## src/rtl/riscv_hwloop_regfile.sv

```systemverilog
// Hardware-loop register file: per-set start/end addresses and loop counters.
// Software writes any mix of fields of one set per cycle. The pipeline
// decrements counters with a one-hot request. A multi-hot request is rejected
// and flagged with a one-cycle error pulse.
module riscv_hwloop_regfile #(
  parameter  int N_REGSETS = 2,
  parameter  int CNT_WIDTH = 32,
  localparam int RID_W     = (N_REGSETS > 1) ? $clog2(N_REGSETS) : 1
) (
  input  logic                           clk,
  input  logic                           rst_n,
  input  logic [31:0]                    hwlp_start_data_i,
  input  logic [31:0]                    hwlp_end_data_i,
  input  logic [CNT_WIDTH-1:0]           hwlp_cnt_data_i,
  input  logic [2:0]                     hwlp_we_i,
  input  logic [RID_W-1:0]               hwlp_regid_i,
  input  logic                           valid_i,
  input  logic [N_REGSETS-1:0]           hwlp_dec_cnt_i,
  output logic [N_REGSETS*32-1:0]        hwlp_start_addr_o,
  output logic [N_REGSETS*32-1:0]        hwlp_end_addr_o,
  output logic [N_REGSETS*CNT_WIDTH-1:0] hwlp_counter_o,
  output logic [N_REGSETS-1:0]           hwlp_active_o,
  output logic [N_REGSETS-1:0]           hwlp_last_o,
  output logic                           hwlp_dec_err_o
);

  localparam logic [N_REGSETS-1:0] L_DEC_ONE = N_REGSETS'(1);
  localparam logic [CNT_WIDTH-1:0] L_CNT_ONE = CNT_WIDTH'(1);

  logic w_regid_ok;
  logic w_dec_multi;
  logic w_dec_single;
  logic r_dec_err;

  // Writes naming a set that does not exist are dropped entirely.
  assign w_regid_ok = ({{(32-RID_W){1'b0}}, hwlp_regid_i} < 32'(N_REGSETS));

  // x & (x-1) is nonzero exactly when two or more request bits are set.
  assign w_dec_multi  = |(hwlp_dec_cnt_i & (hwlp_dec_cnt_i - L_DEC_ONE));
  assign w_dec_single = valid_i & (|hwlp_dec_cnt_i) & ~w_dec_multi;

  for (genvar k = 0; k < N_REGSETS; k++) begin : g_set
    logic [31:0]          r_start;
    logic [31:0]          r_end;
    logic [CNT_WIDTH-1:0] r_cnt;
    logic                 w_sel;

    assign w_sel = w_regid_ok && (hwlp_regid_i == RID_W'(k));

    // Per-set state. A counter write beats a same-set decrement, and the
    // decrement saturates at zero.
    always_ff @(posedge clk or negedge rst_n) begin
      if (!rst_n) begin
        r_start <= '0;
        r_end   <= '0;
        r_cnt   <= '0;
      end else begin
        if (w_sel && hwlp_we_i[0]) r_start <= {hwlp_start_data_i[31:1], 1'b0};
        if (w_sel && hwlp_we_i[1]) r_end   <= {hwlp_end_data_i[31:1], 1'b0};
        if (w_sel && hwlp_we_i[2]) begin
          r_cnt <= hwlp_cnt_data_i;
        end else if (w_dec_single && hwlp_dec_cnt_i[k] && (r_cnt != '0)) begin
          r_cnt <= r_cnt - L_CNT_ONE;
        end
      end
    end

    assign hwlp_start_addr_o[k*32 +: 32]             = r_start;
    assign hwlp_end_addr_o[k*32 +: 32]               = r_end;
    assign hwlp_counter_o[k*CNT_WIDTH +: CNT_WIDTH]  = r_cnt;
    assign hwlp_active_o[k]                          = (r_cnt != '0);
    assign hwlp_last_o[k]                            = (r_cnt == L_CNT_ONE);
  end

  // Error pulse: high for the one cycle after a qualified multi-hot request.
  always_ff @(posedge clk or negedge rst_n) begin
    if (!rst_n) r_dec_err <= 1'b0;
    else        r_dec_err <= valid_i & w_dec_multi;
  end

  assign hwlp_dec_err_o = r_dec_err;

endmodule

```

## config.mk

```make
export PLATFORM = sky130hd
export DESIGN_NAME = riscv_hwloop_regfile
export DESIGN_NICKNAME = d
export VERILOG_FILES = /design/src/rtl/riscv_hwloop_regfile.sv
export SDC_FILE = /design/constraint.sdc
export NUM_CORES = 1
export LEC_CHECK = 0
export BUFFER_PORTS_ARGS = -buffer_cell sky130_fd_sc_hd__buf_2
export CORE_UTILIZATION = 25
export DETAILED_ROUTE_END_ITERATION = 16
export PLACE_DENSITY_LB_ADDON = 0.08
export REMOVE_ABC_BUFFERS = 1
export SLEW_MARGIN = 20
export SYNTH_ARGS = -nofsm -noshare
export SYNTH_HDL_FRONTEND = slang
export SYNTH_SLANG_ARGS = --single-unit
```

## constraint.sdc

```tcl
create_clock -name clk -period 3.6 [get_ports clk]
set_input_delay 0.36 -clock clk [delete_from_list [all_inputs] [get_ports clk]]
set_output_delay 0.36 -clock clk [all_outputs]
set_load 0.1 [all_outputs]
```

==> results of run 1 <==
==> final cells by class <==
type / instances / area [um^2]
clock buffers: 18 / 439
flip-flops and latches: 189 / 4730
inverters: 7 / 26.3
clock inverters: 14 / 123
multi-input cells: 511 / 3770
fillers: 3641 / 23100
repair buffers: 319 / 1680
diodes: 1 / 2.50
well taps: 455 / 569
==> cells by family (layout without fill, tap and decap cells) <==
| family | Yosys count | after routing | share of synthesized area |
|---|---|---|---|
| AOI/OAI and AO/OA | 126 | 126 | 0.0973 |
| xor gates and xnor gates | 15 | 15 | 0.0151 |
| adders and majority gates | 4 | 4 | 0.00574 |
| buffers and inverters | 53 | 358 | 0.0266 |
| DFF | 189 | 189 | 0.543 |
| muxes | 127 | 127 | 0.164 |
| other | 1 | 5 | 0.000430 |
| and+or+nand+nor | 235 | 235 | 0.148 |
==> worst paths after layout <==
check	endpoint	slack, ns	start
min in group asynchronous	g_set[0].r_end[18]	0.46	rst_n
min	g_set[1].r_cnt[4]	0.12	hwlp_cnt_data_i[4]
max	hwlp_last_o[1]	0.19	g_set[1].r_cnt[23]
max reg2reg	g_set[1].r_cnt[25]	0.78	g_set[1].r_cnt[23]
min reg2reg	g_set[1].r_end[22]	0.50	g_set[1].r_end[22]
max in group asynchronous	g_set[0].r_cnt[10]	2.16	rst_n
==> stage by stage <==
stage	std cells	power, mW	TNS (ns)	hold slack (ns)
final	1514	7.85	0	0.122
after CTS	1513	7.96	0	0.102
after global routing	1514	8.16	0	0.117
after detailed placement	1480	6.03	0	0.444
after global placement	1480	6.02	0	0.447
after floorplan	707	5.35	-1.82	0.0644
==> layer usage <==
layer,global-route usage,vias to the layer above,wire [um]
met5,0,-,0
met4,0.0406,0,240
met3,0.0391,14,1370
met2,0.258,206,13500
met1,0.219,3452,13600
li1,-,3379,-
==> registers in the layout, summed over array words and instances (netlist names) <==
| register | flops |
|---|---|
| g_set.r_end | 62 |
| g_set.r_start | 62 |
| g_set.r_cnt | 64 |
| hwlp_dec_err_o | 1 |
==> synthesized netlist by cell type, types with 2 or more instances <==
library cell | n | area (um^2)
o2111ai_1 | 2 | 17.5
and4_1 | 4 | 35.0
nor2b_1 | 2 | 12.5
o21ai_0 | 23 | 115
or2_2 | 8 | 50.1
nand3_1 | 16 | 80.1
nor2_1 | 60 | 225
inv_1 | 5 | 18.8
or4b_2 | 2 | 20.0
o211ai_1 | 3 | 22.5
nand2_1 | 36 | 135
a311oi_1 | 2 | 17.5
nor4_1 | 9 | 56.3
nand2b_1 | 4 | 25.0
or4_1 | 21 | 158
buf_4 | 5 | 37.5
buf_1 | 5 | 18.8
a2111oi_0 | 2 | 17.5
dfrtp_1 | 189 | 4730
nor3_1 | 16 | 80.1
mux2_2 | 125 | 1410
inv_2 | 2 | 7.51
o21ai_1 | 14 | 70.1
xor2_1 | 6 | 52.6
o311ai_1 | 2 | 17.5
clkbuf_1 | 30 | 113
buf_2 | 5 | 25.0
and2_1 | 2 | 12.5
or3_1 | 26 | 163
a31oi_1 | 37 | 231
o31ai_1 | 11 | 82.6
o21a_1 | 2 | 15.0
nand4_1 | 9 | 56.3
or4_4 | 2 | 22.5
ha_1 | 4 | 50.1
a211oi_1 | 2 | 15.0
o311ai_0 | 2 | 17.5
and3b_1 | 2 | 17.5
and3_1 | 6 | 37.5
xnor2_1 | 9 | 78.8
a21oi_1 | 9 | 45.0
o41ai_1 | 5 | 43.8
==> critical path, stage by stage, from the launching register on <==
cell      delay, ns
dfrtp_1        0.42
or4_1          0.65
or4_1          0.78
nor3_1         0.33
clkbuf_4       0.40
==> power breakdown <==
part / switching, mW / internal (mW)
Sequential: 0.224 / 2.42
Clock: 0.954 / 0.932
Combinational: 2.78 / 0.534
==> timing repair <==
action,4_1_cts,5_1_grt
endpoints found under the setup margin,0,1
hold buffers,1,0
gates resized for setup,0,1
hold endpoints to repair,71,0
==> key figures, run 1 <==
Logic synthesis
  • Synth Instances: 750
  • Post-Syn Area: 8720 um^2
  • Syn Area/Cell: 11.6 um^2
  • FF+latch count, synth: 189
  • Synth unique cells: 66
  • Top FF cell, synth: dfrtp_1
  • Number of synthesized flops with an enable pin: 0
  • YS warnings: 0
  • Register area share after synthesis: 0.543
  • Fraction of registers with async set/reset: 1.00

STA
  • Minimum clock period: 3.41 ns
  • Worst Tran Pin Value: 0.874 ns
  • RSZ-0062 raised after global routing: false
  • Final Skew: 0.0207 ns
  • Final worst slack: 0.189 ns
  • Max-slew violation count: 0
  • Crit share post-route: 0.947
  • Max Freq: 0.293 GHz
  • Final setup vio count: 0
  • Final hold vios: 0
  • Worst slew margin: 0.416

Clock network
  • Num CTS Buffers: 17
  • CTS tree: done
  • Post-CTS Setup Inserts: 0
  • Root Driver: clkbuf_16
  • Reg clk slew, reported paths: 0.09 ns
  • Clock sink count: 189
  • Clk_lat worst skew: 0.46 ns
  • Clock buffer depth: 2
  • H-tree levels: 4

Job
  • Max_cap viols: 0

Placement
  • Placer Congestion: 0.767
  • Place WS: 0.562 ns
  • Port-buffer cells: 295
  • Area after DPL: 10800 um^2
  • DP HPWL: 21.3 mm

Worst hold path
  • Hold Crit Depth: 3
  • Hold Crit Class: in -> reg

Floorplan
  • Die W: 189 um
  • Starting Density: 0.253
  • Io pins: 302
  • Row cnt: 68
  • Die area: 35600 um^2
  • Die Height: 189 um
  • Core box area: 34500 um^2

Global route
  • First-pass GRT wire length: 43.3 mm
  • Largest net degree at the start of global routing: 76
  • Initial antenna violation count: 1
  • Vias in the first global route: 6861
  • Tot GR Track Use: 0.162
  • Grt ovf: 0

Critical path
  • Crit path max fanout: 8
  • Critical Path RT: 3.24 ns
  • Critical path type: reg -> out
  • Worst EP arrival: 3.05 ns
  • Startpoint types: flop
  • Crit end category: output pin
  • R2R depth: 5

Layout
  • Nets: 1154
  • Most frequent cells in the layout: buf_2 (293), dfrtp_1 (189), mux2_2 (125)
  • Commonest non-fill, non-tap cell in the layout: buf_2
  • Design area: 11300 um^2
  • Ratio of cells with drive above 1 in the final layout: 0.474
  • Syn-to-layout area delta: 30.2%
  • Fin util: 0.329

Run status
  • Status: completed

Pwr
  • Pwr dens: 692 nW/um^2
  • Cell leakage power: 4.91 nW
  • VDD IR-drop max: 0.342 mV

Detailed routing
  • Routed Antenna Nets: 0
  • Drt initial violations: 321
  • DR vias: 7051
  • WL per Instance: 18.9 um
  • # DRC: 0
  • WL final: 28.7 mm
  • DR pass1 iterations: 4
  • Vias per cell: 4.66
(Power assumes the default switching activity.)
==> run 2: changes to the inputs <==
==> constraint.sdc (replaced) <==
create_clock -name clk -period 4.16 [get_ports clk]
set_input_delay 0.416 -clock clk [delete_from_list [all_inputs] [get_ports clk]]
set_output_delay 0.416 -clock clk [all_outputs]
set_load 0.1 [all_outputs]
==> run 2 against run 1 <==
  * Cell count down 0.73%
  * Clock power shrank 11%
  * Core utilization fell by 0.16 points
  * Total power down 13%
  * Die area unchanged
  * Sequential share of layout area increased by 0.20 points
  * Register-to-register slack improved by 0.37 ns
  * Global-route usage up 0.15 points
  * Critical endpoint unchanged
  * Via count up 0.47%
==> key figures, run 2 (synthesized netlist as in run 1, its figures left out) <==
Run status
  • Status: completed

Layout
  • Most frequent cells in the layout: buf_2 (294), dfrtp_1 (189), mux2_2 (125)
  • Regs by FF count: g_set.r_cnt: 64 flops, g_set.r_end: 62 flops, g_set.r_start: 62 flops
  • Multi-input logic area: 3790 um^2 (+0.40%)
  • Max FFs per register: 64 (unchanged)
  • Fin util: 0.328 (-0.00156)
  • Nets: 1143 (-0.95%)
  • Ratio of cells with drive above 1 in the final layout: 0.472 (-0.00171)
  • Commonest non-fill, non-tap cell in the layout: buf_2
  • Largest Register: g_set.r_cnt
  • Syn-to-layout area delta: 29.6%
  • FF+latch area: 4730 um^2 (unchanged)
  • Filler cell count in the final layout: 3649 (+0.22%)
  • Final Non-Filler Cells: 1503 (-0.73%)

Clock network
  • Reg clk slew, reported paths: 0.07 ns (-0.02 ns)
  • Post-CTS Setup Inserts: 0 (unchanged)
  • Cts hold-fix bufs: 0 (-1)
  • Post-CTS sizing: 0 (unchanged)
  • H-tree levels: 4 (unchanged)
  • Clock buffer depth: 2 (unchanged)
  • Clk_lat worst skew: 0.45 ns (about the same)
  • Num CTS Buffers: 17 (unchanged)
  • CTS tree: done
  • Root Driver: clkbuf_16
  • Clock sink count: 189 (unchanged)

Critical path
  • Worst EP arrival: 3.18 ns (+0.13 ns)
  • Crit path max fanout: 11 (+3)
  • R2R Setup Slk: 1.15 ns (+0.37 ns)
  • Reg2reg start: g_set[1].r_cnt[23]
  • Startpoint types: flop
  • R2R depth: 5 (unchanged)
  • Critical Path RT: 3.74 ns (+0.50 ns)
  • Crit end category: output pin
  • Worst reg2reg endpoint: g_set[1].r_cnt[13]
  • Critical path type: reg -> out

Floorplan
  • Die W: 189 um (unchanged)
  • Core box area: 34500 um^2 (unchanged)
  • Io pins: 302 (unchanged)
  • Die area: 35600 um^2 (unchanged)
  • Starting Density: 0.253 (unchanged)
  • Row cnt: 68 (unchanged)
  • Die Height: 189 um (unchanged)

STA
  • Final setup vio count: 0 (unchanged)
  • Max-slew violation count: 0 (unchanged)
  • Worst slew margin: 0.356 (-0.0597)
  • Crit share post-route: 0.863
  • Minimum clock period: 3.59 ns
  • Hold_ws: 0.0178 ns (-0.104 ns)
  • Max Freq: 0.278 GHz
  • Final hold vios: 0 (unchanged)
  • Worst Tran Pin Value: 0.963 ns (+0.0894 ns)
  • RSZ-0062 raised after global routing: false
  • Final Skew: 0.0103 ns (-0.0104 ns)

Job
  • Max_cap viols: 0 (unchanged)

Pwr
  • Pwr Total: 6.85 mW (-13%)
  • Pwr dens: 607 nW/um^2 (-12%)
  • VDD IR-drop max: 0.299 mV (-13%)
  • Cell leakage power: 4.85 nW (-1.3%)

Detailed routing
  • DR pass1 iterations: 4 (unchanged)
  • WL per Instance: 19.1 um (+0.75%)
  • Routed Antenna Nets: 0 (unchanged)
  • DR vias: 7084 (+0.47%)
  • WL final: 28.7 mm (about the same)
  • Drt initial violations: 320 (-0.31%)
  • Vias per cell: 4.71 (+1.2%)
  • # DRC: 0 (unchanged)

Global route
  • Initial antenna violation count: 1 (unchanged)
  • Grt ovf: 0 (unchanged)
  • Largest net degree at the start of global routing: 96 (+26%)
  • Vias in the first global route: 6861 (unchanged)
  • Tot GR Track Use: 0.163 (+0.00154)
  • First-pass GRT wire length: 44.0 mm (+1.5%)

Placement
  • Port-buffer cells: 295 (unchanged)
  • Post-Place Cells: 1470 (-0.68%)
  • Placer Congestion: 0.773 (+0.77%)
  • DP HPWL: 21.2 mm (-0.57%)

Worst hold path
  • Hold Crit Class: in -> async
-- run 2: layer usage --
layer  GRT usage  up-vias  part of all wire  routed length (um)
met4      0.0391        0            0.0079                 226
met3      0.0378       10             0.050                1450
met5           0        -                 0                   0
li1            -     3354                 -                   -
met1       0.222     3510              0.46               13300
met2       0.261      210              0.48               13700
-- run 2: metrics by stage --
step           instance area (um^2)  setup TNS (ns)  setup WS (ns)
3_5_place_dp                  10700               0           1.02
5_1_grt                       11300               0          0.433
2_1_floorplan                  8520          -0.617         -0.617
4_1_cts                       11300               0          0.538
6_report                      11300               0          0.568
3_3_place_gp                  10700               0           1.05
-- run 2: worst max path at each step --
stage	startpoint	to	slack (ns)	cells after the start
4_1_cts	g_set[1].r_cnt[23]	hwlp_last_o[1]	0.54	4
2_1_floorplan	g_set[1].r_cnt[23]	hwlp_last_o[1]	-0.62	3
6_report	g_set[1].r_cnt[23]	hwlp_last_o[1]	0.57	4
3_5_place_dp	g_set[0].r_cnt[0]	g_set[0].r_cnt[26]	1.02	7
5_1_grt	g_set[1].r_cnt[23]	hwlp_last_o[1]	0.43	4
3_3_place_gp	g_set[1].r_cnt[23]	hwlp_last_o[1]	1.05	4
-- run 2: layout make-up --
class                           instances  area share
Antenna cell                            1    0.000222
Inverter                                7     0.00233
Tap cell                              455      0.0504
Clock inverter                         15      0.0148
Sequential cell                       189       0.419
Clock buffer                           17      0.0377
Multi-Input combinational cell        511       0.336
Timing Repair Buffer                  308       0.140
-- run 2: where the power goes --
group / internal (mW) / leakage [nW] / switching [mW] / total, mW
clock network: 0.895 / 0.266 / 0.797 / 1.69
logic: 0.458 / 2.38 / 2.41 / 2.87
registers: 2.10 / 2.20 / 0.195 / 2.29
total: 3.45 / 4.85 / 3.40 / 6.85
-- run 2: worst max-delay path, stage by stage, from the launching register on --
cell,delay [ns]
dfrtp_1,0.42
or4_1,0.66
or4_1,0.83
nor3_1,0.30
buf_2,0.51
==> run 3: changes to the inputs <==
--- a/config.mk
+++ b/config.mk
@@ -5,10 +5,12 @@
 export SDC_FILE = /design/constraint.sdc
 export NUM_CORES = 1
 export LEC_CHECK = 0
+export ABC_AREA = 1
 export BUFFER_PORTS_ARGS = -buffer_cell sky130_fd_sc_hd__buf_2
 export CORE_UTILIZATION = 25
 export DETAILED_ROUTE_END_ITERATION = 16
 export PLACE_DENSITY_LB_ADDON = 0.08
+export RECOVER_POWER = 50
 export REMOVE_ABC_BUFFERS = 1
 export SLEW_MARGIN = 20
 export SYNTH_ARGS = -nofsm -noshare
==> run 3 against run 2 <==
  * The run now ends with max-capacitance violations, max-slew violations left
  * Area after synthesis increased by 13%
  * Count of clock-buffer cells in the layout increased by 1
  * Via count increased by 31%
  * Cell count increased by 43%
  * Register-to-register slack improved by 0.46 ns
  * Non-clock buffer count decreased by 6
  * Fmax increased by 30%
  * Core utilization decreased by 0.85 points
  * Hold slack improved by 0.19 ns
  * Clock skew decreased by 0.00081 ns
  * Largest cell class unchanged
==> key figures, run 3 <==
Run status
  • Status: finished with violations
  • Failing checks: max-capacitance violations, max-slew violations

Logic synthesis
  • Synth cell count leaders: nand2_1 (494), dfrtp_1 (189), o21ai_0 (159)
  • Register area share after synthesis: 0.482 (-0.0609)
  • Synth Instances: 1339 (+79%)
  • Number of synthesized flops with an enable pin: 0 (unchanged)
  • Top FF cell, synth: dfrtp_1
  • Cell taking the most area after synthesis: dfrtp_1
  • Count leader, synth: nand2_1
  • YS warnings: 0 (unchanged)
  • Post-Syn Area: 9820 um^2 (+13%)
  • FF+latch count, synth: 189 (unchanged)
  • Synth unique cells: 32 (-52%)
  • Syn Area/Cell: 7.33 um^2 (-37%)
  • Fraction of registers with async set/reset: 1.00 (unchanged)
  • Most area-consuming cells after synthesis: dfrtp_1 (48%), nand2_1 (19%), o21ai_0 (8.1%), inv_1 (5.5%), nand3_1 (4.8%)
  • Synth top area share: 0.482 (-0.0609)

Layout
  • Most frequent cells in the layout: nand2_1 (494), buf_2 (292), dfrtp_1 (189)
  • Regs by FF count: g_set.r_cnt: 64 flops, g_set.r_end: 62 flops, g_set.r_start: 62 flops
  • Largest Register: g_set.r_cnt
  • Filler cell count in the final layout: 4285 (+17%)
  • Design area: 12300 um^2 (+9.3%)
  • Fin util: 0.319 (-0.00846)
  • Commonest non-fill, non-tap cell in the layout: nand2_1
  • Syn-to-layout area delta: 25.7%
  • Max FFs per register: 64 (unchanged)
  • Nets: 1723 (+51%)
  • Ratio of cells with drive above 1 in the final layout: 0.229 (-0.243)

Job
  • Max_cap viols: 5 (+5)

Critical path
  • CP max stage cell: buf_2
  • Startpoint types: flop
  • R2R Setup Slk: 1.61 ns (+0.46 ns)
  • CP Cell Sequence: nor2_2 > nand2_1 > inv_1 > nand2_1 > nor4_1 > buf_2
  • Worst path max stage delay: 0.51 ns (-0.32 ns)
  • Critical path type: reg -> out
  • Worst EP arrival: 2.35 ns (-0.83 ns)
  • Reg2reg start: g_set[0].r_cnt[0]
  • Crit path max fanout: 5 (-6)
  • Worst reg2reg endpoint: g_set[0].r_cnt[18]
  • Cell mode on critical path: nand2_1
  • Critical Path RT: 3.74 ns (about the same)
  • R2R depth: 10 (+5)
  • Crit end category: output pin

Floorplan
  • Core box area: 38600 um^2 (+12%)
  • Io pins: 302 (unchanged)
  • Die area: 40100 um^2 (+13%)
  • Row cnt: 72 (+5.9%)
  • Die W: 200 um (+6.1%)
  • Die Height: 200 um (+6.1%)
  • Starting Density: 0.254 (+0.00111)

Clock network
  • Num CTS Buffers: 17 (unchanged)
  • Post-CTS sizing: 0 (unchanged)
  • Post-CTS Setup Inserts: 0 (unchanged)
  • Clock sink count: 189 (unchanged)
  • CTS tree: done
  • Clk_lat worst skew: 0.45 ns (about the same)
  • Reg clk slew, reported paths: 0.08 ns (about the same)
  • H-tree levels: 4 (unchanged)
  • Root Driver: clkbuf_16
  • Cts hold-fix bufs: 0 (unchanged)
  • Clock buffer depth: 2 (unchanged)

Detailed routing
  • DR pass1 iterations: 5 (+1)
  • # DRC: 0 (unchanged)
  • Drt initial violations: 488 (+53%)
  • Vias per cell: 4.31 (-8.5%)
  • WL per Instance: 16.2 um (-15%)
  • WL final: 34.8 mm (+21%)
  • DR vias: 9256 (+31%)
  • Routed Antenna Nets: 0 (unchanged)

Placement
  • Area after DPL: 11800 um^2 (+10%)
  • Port-buffer cells: 295 (unchanged)
  • Place WS: 1.60 ns (+0.576 ns)
  • DP HPWL: 26.1 mm (+23%)
  • Placer Congestion: 0.912 (+18%)

Global route
  • Largest net degree at the start of global routing: 91 (-5.2%)
  • Grt ovf: 0 (unchanged)
  • First-pass GRT wire length: 54.3 mm (+23%)
  • Tot GR Track Use: 0.176 (+0.0126)
  • Initial antenna violation count: 3 (+2)
  • Vias in the first global route: 9158 (+33%)

Pwr
  • VDD IR-drop max: 0.273 mV (-8.8%)
  • Cell leakage power: 6.63 nW (+37%)
  • Pwr dens: 656 nW/um^2 (+8.1%)

Worst hold path
  • Hold path endpoint: g_set[0].r_cnt[26]
  • Hold Crit Depth: 3
  • Hold Crit Class: in -> reg
  • Hold Startpoint: hwlp_cnt_data_i[26]

STA
  • Minimum clock period: 2.76 ns (-0.828 ns)
  • Final setup vio count: 0 (unchanged)
  • Worst slew margin: -0.654 (-1.01)
  • Worst Tran Pin Value: 2.48 ns (+1.52 ns)
  • Crit share post-route: 0.664 (-0.199)
  • Final worst slack: 1.40 ns (+0.828 ns)
  • Final hold vios: 0 (unchanged)
  • Final Skew: 0.00951 ns (-0.000813 ns)
  • RSZ-0062 raised after global routing: false
  • Max Freq: 0.362 GHz (+30%)
  • Max-slew violation count: 334 (+334)
run 3: worst max path at each step:
stage | startpoint | end | slack, ns | cells past startpoint
finish | g_set[1].r_cnt[8] | hwlp_last_o[1] | 1.40 | 6
CTS | g_set[1].r_cnt[8] | hwlp_last_o[1] | 1.34 | 6
detailed placement | g_set[0].r_cnt[0] | g_set[0].r_cnt[18] | 1.60 | 10
global route | rst_n | g_set[0].r_start[3] | 0.87 | 2
global placement | g_set[1].r_cnt[0] | g_set[1].r_cnt[14] | 1.59 | 10
floorplan | g_set[0].r_cnt[18] | hwlp_last_o[0] | -0.52 | 5
run 3: per-layer routing:
| layer | up-vias | GRT usage | part of all wire |
|---|---|---|---|
| li1 | 4730 | - | - |
| met1 | 4249 | 0.221 | 0.44 |
| met2 | 249 | 0.287 | 0.47 |
| met3 | 24 | 0.0582 | 0.072 |
| met4 | 4 | 0.0475 | 0.016 |
| met5 | - | 0 | 0.00066 |
run 3: area by class of cell:
class	count	area, um^2	area share
antenna	1	2.50	0.000203
timing repair buffer	302	1530	0.124
sequential	189	4730	0.383
tap	518	648	0.0525
inverter	149	561	0.0454
clock buffer	18	439	0.0356
multi-input combinational	955	4290	0.348
clock inverter	14	133	0.0107
run 3: worst max-delay path, delay by kind of cell, from the launching register on:
| family | cells | cell delay, ns |
|---|---|---|
| simple gates | 4 | 0.81 |
| buf+inv | 2 | 0.63 |
| flops | 1 | 0.45 |
run 3: logic make-up after synthesis:
family                     count (synthesis)  synth area share
and+or+nand+nor                          753             0.319
buffers and inverters                    198            0.0822
DFF                                      189             0.482
AOI/OAI and AO/OA                        184             0.102
xor gates and xnor gates                  10           0.00892
adders and majority gates                  4           0.00510
other                                      1          0.000382
run 3: report_power, final:
part	internal [mW]	switching, mW	leakage [nW]
Sequential	2.13	0.332	2.35
Combinational	0.653	3.31	3.99
Clock	0.856	0.813	0.285
run 3: metrics by stage:
step / setup TNS (ns) / instances / power (mW) / hold slack, ns
5_1_grt: 0 / 2145 / 8.53 / 0.199
4_1_cts: 0 / 2145 / 8.21 / 0.0619
3_5_place_dp: 0 / 2113 / 6.49 / 0.468
2_1_floorplan: -1.02 / 1293 / 5.62 / 0.120
6_report: 0 / 2146 / 8.09 / 0.205
3_3_place_gp: 0 / 2113 / 6.48 / 0.461
